**config.mk**
```make
export PLATFORM = sky130hd
export DESIGN_NAME = sn_network_ctrlr
export DESIGN_NICKNAME = d
export VERILOG_FILES = /design/src/rtl/sn_network_ctrlr.sv
export SDC_FILE = /design/constraint.sdc
export NUM_CORES = 1
export LEC_CHECK = 0
export BUFFER_PORTS_ARGS = -buffer_cell sky130_fd_sc_hd__buf_4
export CAP_MARGIN = 40
export CELL_PAD_IN_SITES_DETAIL_PLACEMENT = 0
export CELL_PAD_IN_SITES_GLOBAL_PLACEMENT = 1
export CORE_MARGIN = 1
export CORE_UTILIZATION = 37
export DETAILED_ROUTE_END_ITERATION = 12
export PLACE_DENSITY_LB_ADDON = 0.1
export SYNTH_ARGS = -nofsm -noshare
export SYNTH_HDL_FRONTEND = slang
export SYNTH_SLANG_ARGS = --single-unit
```
**constraint.sdc**
```tcl
create_clock -name clk -period 1.6 [get_ports clk]
set_input_delay 0.16 -clock clk [delete_from_list [all_inputs] [get_ports clk]]
set_output_delay 0.16 -clock clk [all_outputs]
set_load 0.02 [all_outputs]
```
**src/rtl/sn_network_ctrlr.sv**
```systemverilog
// -----------------------------------------------------------------------------
// sn_network_ctrlr
//   Timestep sequencer for the spiking network. It sits directly upstream of
//   the API controller. Each run clears neuron state once. Then, for every
//   timestep, it holds an integrate phase for a fixed number of cycles. After
//   that it holds nc_transmit until the API controller reports api_nc_done, or
//   until the transmit watchdog expires. A one-cycle gap follows each
//   transmit window so that every window starts with a fresh rising edge.
//
// Ports
//   clk          in   clock
//   rst          in   synchronous, active-high reset
//   start        in   run request, honoured only while idle
//   abort        in   abandon the current run, return to idle without done
//   num_ts       in   timesteps for this run, clamped to P_MAX_TS, sampled at start
//   api_nc_done  in   API controller finished the current transmit period
//   nc_clear     out  one-cycle pulse: neurons clear membrane/refractory state
//   nc_integrate out  neurons integrate/leak while high
//   nc_transmit  out  level to the API controller for the whole transmit period
//   busy         out  sequencer is not idle
//   done         out  one-cycle pulse at normal run completion
//   ts_cnt       out  0-based index of the current timestep
//   timeout_err  out  sticky: a transmit period hit the watchdog limit
// -----------------------------------------------------------------------------
module sn_network_ctrlr #(
    parameter int P_MAX_TS       = 16,
    parameter int P_TS_W         = $clog2(P_MAX_TS + 1),
    parameter int P_INTEG_CYCLES = 4,
    parameter int P_XMIT_TIMEOUT = 256
) (
    input  logic              clk,
    input  logic              rst,
    input  logic              start,
    input  logic              abort,
    input  logic [P_TS_W-1:0] num_ts,
    input  logic              api_nc_done,
    output logic              nc_clear,
    output logic              nc_integrate,
    output logic              nc_transmit,
    output logic              busy,
    output logic              done,
    output logic [P_TS_W-1:0] ts_cnt,
    output logic              timeout_err
);

    localparam int IC_W = $clog2(P_INTEG_CYCLES + 1);
    localparam int TO_W = $clog2(P_XMIT_TIMEOUT + 1);

    localparam logic [IC_W-1:0]   INTEG_LOAD = IC_W'(P_INTEG_CYCLES - 1);
    localparam logic [TO_W-1:0]   XMIT_LAST  = TO_W'(P_XMIT_TIMEOUT - 1);
    localparam logic [TO_W-1:0]   XMIT_SAT   = '1;
    localparam logic [P_TS_W-1:0] MAX_TS     = P_TS_W'(P_MAX_TS);
    localparam logic [P_TS_W-1:0] TS_ONE     = P_TS_W'(1);

    typedef enum logic [2:0] {
        S_IDLE,
        S_CLEAR,
        S_INTEG,
        S_XMIT,
        S_GAP,
        S_DONE
    } state_t;

    state_t            state;
    state_t            next_state;
    logic [P_TS_W-1:0] n_ts;       // clamped timestep count latched at start
    logic [IC_W-1:0]   integ_cnt;  // remaining INTEG cycles after the current one
    logic [TO_W-1:0]   xmit_cnt;   // XMIT cycles already completed
    logic              set_err;
    logic              last_ts;

    // Only reached in GAP, where n_ts is at least 1, so n_ts - 1 cannot underflow there.
    assign last_ts = (ts_cnt == (n_ts - TS_ONE));

    // NOTE: state registers use non-blocking assignments so every flop
    // samples the values from before the clock edge.
    always_ff @(posedge clk) begin
        if (rst) begin
            state <= S_IDLE;
        end else begin
            state <= next_state;
        end
    end

    // NOTE: every signal driven here gets a default first, so no path leaves
    // it unassigned and no latch is inferred.
    always_comb begin
        next_state = state;
        set_err    = 1'b0;
        case (state)
            S_IDLE:  if (start) next_state = S_CLEAR;
            S_CLEAR: next_state = (n_ts == '0) ? S_DONE : S_INTEG;
            S_INTEG: if (integ_cnt == '0) next_state = S_XMIT;
            S_XMIT: begin
                if (api_nc_done) begin
                    next_state = S_GAP;
                end else if (xmit_cnt >= XMIT_LAST) begin
                    // This cycle is the last one the watchdog allows.
                    next_state = S_GAP;
                    set_err    = 1'b1;
                end
            end
            S_GAP:   next_state = last_ts ? S_DONE : S_INTEG;
            S_DONE:  next_state = S_IDLE;
            default: next_state = S_IDLE;
        endcase
        // abort overrides every transition, including a watchdog expiry.
        if (abort) begin
            next_state = S_IDLE;
            set_err    = 1'b0;
        end
    end

    always_ff @(posedge clk) begin
        if (rst) begin
            n_ts        <= '0;
            ts_cnt      <= '0;
            timeout_err <= 1'b0;
            integ_cnt   <= INTEG_LOAD;
            xmit_cnt    <= '0;
        end else begin
            if (state == S_IDLE && start && !abort) begin
                n_ts        <= (num_ts > MAX_TS) ? MAX_TS : num_ts;
                ts_cnt      <= '0;
                timeout_err <= 1'b0;
            end

            if (state == S_GAP && next_state == S_INTEG) begin
                ts_cnt <= ts_cnt + TS_ONE;
            end

            if (set_err) begin
                timeout_err <= 1'b1;
            end

            // The counter is preloaded outside INTEG, so each INTEG entry sees a full count.
            if (state == S_INTEG && integ_cnt != '0) begin
                integ_cnt <= integ_cnt - IC_W'(1);
            end else begin
                integ_cnt <= INTEG_LOAD;
            end

            // Clear outside XMIT, count inside it. The count saturates and never wraps.
            if (state == S_XMIT) begin
                if (xmit_cnt != XMIT_SAT) begin
                    xmit_cnt <= xmit_cnt + TO_W'(1);
                end
            end else begin
                xmit_cnt <= '0;
            end
        end
    end

    // Moore outputs: decoded only from registered state.
    always_comb begin
        nc_clear     = (state == S_CLEAR);
        nc_integrate = (state == S_INTEG);
        nc_transmit  = (state == S_XMIT);
        busy         = (state != S_IDLE);
        done         = (state == S_DONE);
    end

endmodule

```
==> results.toml, run 1 <==
[run_status]
status = "complete, but fails checks"
violations = "negative setup slack"

[route]
wire_per_inst_um = 12.2
first_pass_iters = 5
via_count = 1282
first_iter_violations = 32
via_per_inst = 4.89
ant_nets = 0
remaining_drc_errors = 0
drt-total-wl_um = 3190

[grt]
grt_pass1_wl_um = 5360
antenna_found_initial = 0
grt_max_degree = 15
first_global_vias = 1212
grt.overflow.total = 0
track_usage_pct = 16.8

[cells_and_area]
fin_nets = 232
drive_gt1_share_pct = 38.3
antenna_cells = 0
area_growth_syn_to_layout_pct = 39.9

[worst_setup_path]
crit_fanout = 5
cp_slowest_cell = "dfxtp_2"
arrival_ns = 1.92
critPathMaxStageDelay_ns = 0.35
rr_worst_depth = 9
worstPathCellList = "ha_4, nand3_2, nor2_2, ha_2, nor2_1, o21ai_1, o31a_2, a31oi_4, o221ai_1"
cp-start-kind = "flip-flop"
cpLargestDelayFamily = "compound AO/OA/AOI/OAI gates"
cp.buffers_inverters = 0
cp.required_ns = 1.75
crit_cells = 9
path_class = "flip-flop to flip-flop"
endpoint_kind = "flip-flop"

[clocking]
cts.sinks = 26
worstSkewPairLatency_ns = 0.28
numCtsBuffers = 3
cts_tree = "done"
clkTransAtPathRegs_ns = 0.09
clockBufferDepth = 2
cts_root_buffer = "clkbuf_8"
ctsHoldBuffers = 0
htreeDepth = 1

[synth]
ys_top_cells_by_count = "26 x dfxtp_1, 19 x nor2_1, 14 x inv_1, 14 x nand2_1, 9 x a21oi_1"
syn_avg_cell_area_um2 = 8.45
ys_types = 40
yosysWarnings = 0
ys.flop_type = "dfxtp_1"
yosys.area.top_type = "dfxtp_1"
netlist.area_leader.share_pct = 36.9
synth_seq_cells = 26
ys_async_sr_fraction_pct = 0
synth.area.top_cells = "dfxtp_1 37%, ha_1 6.2%, nor2_1 5.1%"
syn-num-nets = 184
synth_most_common_cell = "dfxtp_1"
synth-edff-count = 0
syn-cell-area_um2 = 1410
post_synth_inst_count = 167
yosysSeqAreaShare_pct = 36.9

[worst_hold_path]
holdPathStages = 2
hp-class = "primary input to flip-flop"

[placement]
place_ws_ns = -0.202
hpwl_um = 2430
gp_congestion = 0.811
io_buffers = 20

[die]
die_h_um = 63.8
initial_utilization_pct = 38.6
placementRows = 22
core_area_um2 = 3660
dieArea_um2 = 4070
ios = 21
die_w_um = 63.8

[power]
finalPower_mw = 1.26
peakVddDrop_v = 0.000328
leakage_nw = 0.807
power.density_nw_per_um2 = 639

[sta]
setup_viol = 7
hold_viol = 0
slew_headroom_pct = 62.9
skew_ns = 0.00418
fin_ws_ns = -0.170
rsz0062_at_grt = "true"
max_clock_freq_ghz = 0.565
tightest_slew_ns = 0.552
timing.hold.ws_ns = 0.142
period_needed_ns = 1.77
post-route-period-util_pct = 111
slew_violations = 0

[job]
max_cap_violations = 0
[final timing paths]
path / slack [ns] / to / from
worst min register to register: 0.39 / integ_cnt[0] / integ_cnt[0]
worst min-delay path: 0.14 / n_ts[1] / rst
worst max register to register: -0.17 / ts_cnt[4] / xmit_cnt[0]
worst max-delay path: -0.17 / ts_cnt[4] / xmit_cnt[0]
[through the flow]
step	area (um^2)	utilization (%)	std cells	setup TNS, ns
6_report	1970	53.9	262	-0.950
5_1_grt	1970	53.9	262	-1.76
4_1_cts	1970	53.7	262	-0.967
3_5_place_dp	1840	50.2	256	-1.25
3_3_place_gp	1840	50.2	256	-0.909
2_1_floorplan	1460	-	167	-0.382
[worst reg2reg max path: cells and delay by family, from the launching register on]
family                   cells  cell delay, ns
AO/OA/AOI/OAI                4            0.78
adder cells (fa/ha/maj)      2            0.32
flip-flops                   1            0.35
AND/OR/NAND/NOR              3            0.20
[registers in the layout, indices dropped and copies added (netlist names)]
signal	flops
state	3
n_ts	5
xmit_cnt	9
timeout_err	1
ts_cnt	5
integ_cnt	3
[cell usage in the layout, fill, tap and decap left out, types with 2 or more instances in the layout]
master and count:
xnor2_1 7, nor3_2 2, ha_4 2, nor3b_2 2, ha_1 3, or3_1 2
clkbuf_8 4, buf_4 50, inv_1 12, o22ai_1 2, nor3_1 5, inv_2 2
o21ai_0 2, nor2_1 18, o21ai_1 2, dfxtp_2 5, nand3_2 2, nand2b_1 3
nor4_1 3, a21oi_1 9, ha_2 2, and3b_1 2, mux2i_1 2, nand4_1 3
xor2_1 5, dfxtp_1 21, nand3_1 4, nand2_1 14, nand3b_1 5
[what timing repair did]
item,in CTS,in global routing
setup buffers,2,0
gates resized for setup,12,2
pin swaps,5,3
hold endpoints to repair,0,0
setup endpoints to repair,9,11
[layout make-up]
type	count	area [um^2]
fill	352	1690
inverter	14	52.6
tap	48	60.1
sequential	26	527
clock buffer	4	55.1
timing repair buffer	50	375
multi-input combinational	120	905
[cells by family (layout without fill, tap and decap cells)]
| family | after synthesis | in the layout | synth area share (%) |
|---|---|---|---|
| compound gates | 24 | 24 | 11.7 |
| buf+inv | 21 | 68 | 6.29 |
| mux | 2 | 2 | 1.42 |
| fa+ha+maj | 7 | 7 | 6.21 |
| xor+xnor | 15 | 15 | 10.3 |
| flops | 26 | 26 | 36.9 |
| simple gates | 72 | 72 | 27.2 |
[report_power, final]
| group | switching [mW] | internal (mW) |
|---|---|---|
| Sequential | 0.00847 | 0.654 |
| Combinational | 0.0805 | 0.0813 |
| Clock | 0.217 | 0.221 |
[routing by layer]
layer	global-route usage [%]	up-vias	part of all wire, %
met5	0	-	0
met4	8.52	0	1.9
met3	2.14	5	2.2
met2	27.9	15	48
met1	21.1	599	48
li1	-	663	-
(Power assumes the default switching activity.)
==> inputs of run 2 (changes only) <==
--- a/config.mk
+++ b/config.mk
@@ -13,6 +13,7 @@
 export CORE_UTILIZATION = 37
 export DETAILED_ROUTE_END_ITERATION = 12
 export PLACE_DENSITY_LB_ADDON = 0.1
+export SKIP_CTS_REPAIR_TIMING = 1
 export SYNTH_ARGS = -nofsm -noshare
 export SYNTH_HDL_FRONTEND = slang
 export SYNTH_SLANG_ARGS = --single-unit
==> run 2 against run 1 <==
Critical endpoint is now ts_cnt[1]. Total power rose by 0.72%. Cell count rose by 0.38%. Cell area rose by 2.9%. Sequential share of layout area fell by 0.55 points. Flip-flop and latch count did not move. Via count rose by 0.86%. Combinational power rose by 7%. Worst setup slack got worse by 0.013 ns. Sequential power barely moved. The flow still finishes with violations (negative setup slack).
==> results.toml, run 2 (synthesized netlist as in run 1, its figures left out) <==
[run_status]
status = "complete, but fails checks"
violations = "negative setup slack"

[worst_setup_path]
cp.required_ns = 1.76
cpLargestDelayFamily = "compound AO/OA/AOI/OAI gates"
endpoint_kind = "flip-flop"
cp_slowest_cell = "dfxtp_2"
cp.buffers_inverters = 0
crit_fanout = 5
arrival_ns = 1.94
path_class = "flip-flop to flip-flop"
worstPathCellList = "ha_4, nand3_2, nor2_4, ha_2, nor2_1, o21ai_1, o31a_2, a31oi_4, o22ai_1"
cp-start-kind = "flip-flop"
critPathMaxStageDelay_ns = 0.35

[sta]
slew_violations = 0
max_clock_freq_ghz = 0.561
fin_ws_ns = -0.183
post-route-period-util_pct = 111
skew_ns = 0.00271
rsz0062_at_grt = "true"
period_needed_ns = 1.78
slew_headroom_pct = 62.6
setup_viol = 8
hold_viol = 0
tightest_slew_ns = 0.556

[cells_and_area]
multiInputGateArea_um2 = 946
largest_register_ffs = 9
drive_gt1_share_pct = 41.9
top_regs = "xmit_cnt (9), n_ts (5), ts_cnt (5)"
utilization_pct = 55.5
fin_nets = 233
fillCellCount = 339
final_common_cell = "buf_4"
area_growth_syn_to_layout_pct = 43.9
regArea_um2 = 531
antenna_cells = 0
layout_common_cells = "50 x buf_4, 18 x dfxtp_1, 17 x nor2_1"
regMostFlops = "xmit_cnt"

[grt]
first_global_vias = 1201
grt.overflow.total = 0
grt_max_degree = 15
gr-usage-met2_pct = 26.6
grt_pass1_wl_um = 5220
antenna_found_initial = 0
busiest_layer = "met2"
grtUsageMet1_pct = 20.6
met3_usage_pct = 2.14
track_usage_pct = 16.3

[power]
power.density_nw_per_um2 = 626
intPower_mw = 0.961
seqPwrFrac_pct = 52.2
clock_power_share_pct = 34.2
swShare_pct = 24.4
finalPower_mw = 1.27
peakVddDrop_v = 0.000328
combPwrFrac_pct = 13.6
leakage_nw = 0.837
p_sw_mw = 0.310

[route]
via_per_inst = 4.92
ant_nets = 0
drt-total-wl_um = 3290
first_pass_iters = 4
first_iter_violations = 55
via_count = 1293
wire_per_inst_um = 12.5
remaining_drc_errors = 0

[job]
max_cap_violations = 0

[placement]
hpwl_um = 2430
io_buffers = 20
gp_congestion = 0.811
place_ws_ns = -0.202

[die]
die_w_um = 63.8
initial_utilization_pct = 38.6
dieArea_um2 = 4070
die_h_um = 63.8
ios = 21
placementRows = 22
core_area_um2 = 3660

[clocking]
cts.sinks = 26
cts_root_buffer = "clkbuf_8"
clockBufferDepth = 2
numCtsBuffers = 3
cts_tree = "done"
clkTransAtPathRegs_ns = 0.09
htreeDepth = 1
worstSkewPairLatency_ns = 0.28

[worst_hold_path]
hp-class = "primary input to flip-flop"
-- run 2: final cells by class --
type / count / share of cell area (%)
repair buffers: 51 / 19.0
clock buffers: 4 / 2.71
well taps: 48 / 2.96
flip-flops and latches: 26 / 26.1
multi-input cells: 120 / 46.6
inverters: 14 / 2.59
-- run 2: worst register-to-register path, stage by stage, from the launching register on --
cell	delay (ns)
dfxtp_2	0.35
ha_4	0.16
nand3_2	0.09
nor2_4	0.04
ha_2	0.16
nor2_1	0.09
o21ai_1	0.09
o31a_2	0.33
a31oi_4	0.24
o22ai_1	0.12
-- run 2: final timing paths --
check / to / slack, ns / startpoint / depth (start not counted)
hold reg to reg: integ_cnt[0] / 0.39 / integ_cnt[0] / 1
setup / recovery: ts_cnt[1] / -0.18 / xmit_cnt[0] / 9
hold / removal: n_ts[1] / 0.14 / rst / 2
setup reg to reg: ts_cnt[1] / -0.18 / xmit_cnt[0] / 9
-- run 2: through the flow --
stage | hold slack [ns] | setup TNS [ns] | instances | area, um^2
floorplan | 0.296 | -0.382 | 167 | 1460
global placement | 0.365 | -0.909 | 256 | 1840
detailed placement | 0.378 | -1.25 | 256 | 1840
CTS | 0.141 | -1.54 | 260 | 1890
global route | 0.141 | -1.89 | 263 | 2030
finish | 0.143 | -0.987 | 263 | 2030
-- run 2: power groups by stage --
stage	combinational, mW	clock [mW]	sequential (mW)
global placement	0.146	0	0.677
detailed placement	0.147	0	0.677
global route	0.186	0.481	0.664
CTS	0.148	0.450	0.662
floorplan	0.0867	0	0.674
finish	0.173	0.435	0.663
-- run 2: metal layers --
metal	vias up	part of all wire, %
met5	-	0
met4	0	1.8
met3	5	1.9
met2	13	50
met1	611	46
li1	664	-
==> inputs of run 3 (changes only) <==
--- a/config.mk
+++ b/config.mk
@@ -7,12 +7,10 @@
 export LEC_CHECK = 0
 export BUFFER_PORTS_ARGS = -buffer_cell sky130_fd_sc_hd__buf_4
 export CAP_MARGIN = 40
-export CELL_PAD_IN_SITES_DETAIL_PLACEMENT = 0
-export CELL_PAD_IN_SITES_GLOBAL_PLACEMENT = 1
 export CORE_MARGIN = 1
-export CORE_UTILIZATION = 37
+export CORE_UTILIZATION = 40
+export CTS_CLUSTER_SIZE = 24
 export DETAILED_ROUTE_END_ITERATION = 12
-export PLACE_DENSITY_LB_ADDON = 0.1
 export SKIP_CTS_REPAIR_TIMING = 1
 export SYNTH_ARGS = -nofsm -noshare
 export SYNTH_HDL_FRONTEND = slang
==> run 3 against run 2 <==
The flow still finishes with violations (negative setup slack). Cell count is 2.3% lower. Worst setup slack lost 0.019 ns. Highest routed layer unchanged. Largest power group unchanged. Cell area down 2.8%.
==> results.toml, run 3 (synthesized netlist as in run 1, its figures left out) <==
[run_status]
status = "complete, but fails checks"
violations = "negative setup slack"

[sta]
setup_viol = 7
slew_headroom_pct = 70.7
slew_violations = 0
post-route-period-util_pct = 113
tightest_slew_ns = 0.436
period_needed_ns = 1.80
timing.hold.ws_ns = 0.0758
skew_ns = 0.00736
hold_viol = 0
rsz0062_at_grt = "true"
fin_ws_ns = -0.202
max_clock_freq_ghz = 0.555

[clocking]
cts_root_buffer = "clkbuf_4"
htreeDepth = 1
cts.sinks = 26
clkTransAtPathRegs_ns = 0.15
numCtsBuffers = 3
cts_tree = "done"
worstSkewPairLatency_ns = 0.33
clockBufferDepth = 2

[worst_setup_path]
crit_cells = 7
cp-start-kind = "flip-flop"
critPathMaxStageDelay_ns = 0.49
cp.buffers_inverters = 1
path_class = "flip-flop to flip-flop"
cpLargestDelayFamily = "compound AO/OA/AOI/OAI gates"
rr_worst_depth = 7
endpoint_kind = "flip-flop"
timing.rr.start = "n_ts[1]"
worstPathCellList = "inv_1, ha_4, or4b_4, a21oi_2, o31a_2, a31oi_4, o22ai_1"
crit_fanout = 5
cp.required_ns = 1.87
r2r_slack_ns = -0.20
critPathCapture = "ts_cnt[1]"
cp_slowest_cell = "or4b_4"
cp-startpoint = "n_ts[1]"
reg2reg_to = "ts_cnt[1]"
arrival_ns = 2.07

[route]
ant_nets = 0
via_count = 1273
first_iter_violations = 57
drt-total-wl_um = 3140
remaining_drc_errors = 0
via_per_inst = 4.95
first_pass_iters = 4
wire_per_inst_um = 12.2

[die]
placementRows = 21
die_w_um = 61.4
core_area_um2 = 3360
ios = 21
die_h_um = 61.4
initial_utilization_pct = 42.0
dieArea_um2 = 3770

[grt]
track_usage_pct = 16.8
antenna_found_initial = 0
grt_pass1_wl_um = 4660
grt.overflow.total = 0
first_global_vias = 1153
grt_max_degree = 16

[placement]
gp_congestion = 0.790
hpwl_um = 2230
io_buffers = 20

[power]
peakVddDrop_v = 0.000554
finalPower_mw = 1.28
power.density_nw_per_um2 = 648
leakage_nw = 0.802

[cells_and_area]
fin_nets = 229
area_growth_syn_to_layout_pct = 39.9
multiInputGateArea_um2 = 935
fillCellCount = 305
largest_register_ffs = 9
top_regs = "xmit_cnt (9), n_ts (5), ts_cnt (5)"
final_common_cell = "buf_4"
drive_gt1_share_pct = 37.9
antenna_cells = 0
layout_common_cells = "47 x buf_4, 23 x dfxtp_1, 18 x nor2_1"
regMostFlops = "xmit_cnt"
regArea_um2 = 524

[job]
max_cap_violations = 0

[worst_hold_path]
hp-class = "primary input to flip-flop"
## run 3: cell types whose count changed in the layout (fill, tap and decap cells not counted), moves of 2 or more
cell      delta
dfxtp_1      +5
dfxtp_2      -5
clkbuf_8     -4
buf_4        -3
clkbuf_4     +3
inv_1        +2
inv_2        -2
nor3b_2      +2
## run 3: worst min-delay path by stage
stage,startpoint,end,slack (ns),depth (start not counted)
floorplan,num_ts[4],n_ts[4],0.30,2
global placement,integ_cnt[0],integ_cnt[0],0.37,1
detailed placement,integ_cnt[0],integ_cnt[0],0.37,1
CTS,num_ts[4],n_ts[4],0.07,3
global route,rst,integ_cnt[2],0.07,2
finish,rst,n_ts[0],0.08,2
## run 3: per-layer routing
metal	up-vias	share of wire [%]	global-route usage (%)	wire length, um
met5	-	0	0	0
met4	0	1.5	4.76	48
met3	6	2.2	3.78	68
met2	13	54	31.5	1700
met1	594	42	19.0	1320
li1	660	-	-	-
## run 3: final cells by class
type / instances / share of cell area [%]
Tap cell: 46 / 2.92
Multi-Input combinational cell: 120 / 47.3
Sequential cell: 26 / 26.6
Clock inverter: 1 / 1.52
Timing Repair Buffer: 47 / 17.9
Inverter: 14 / 2.66
Clock buffer: 3 / 1.14
## run 3: metrics by stage
step	instance area (um^2)	setup TNS, ns	setup WS, ns	cells	utilization [%]
2_1_floorplan	1460	-0.382	-0.105	167	-
6_report	1970	-0.996	-0.202	257	58.7
4_1_cts	1860	-0.871	-0.174	254	55.2
5_1_grt	1970	-1.71	-0.286	257	58.7
3_5_place_dp	1800	-0.638	-0.144	250	53.6
3_3_place_gp	1800	-0.482	-0.123	250	53.6
## run 3: report_power, final
part	internal, mW	switching (mW)
clock network	0.253	0.205
logic	0.0777	0.0821
registers	0.655	0.00663
total	0.986	0.294
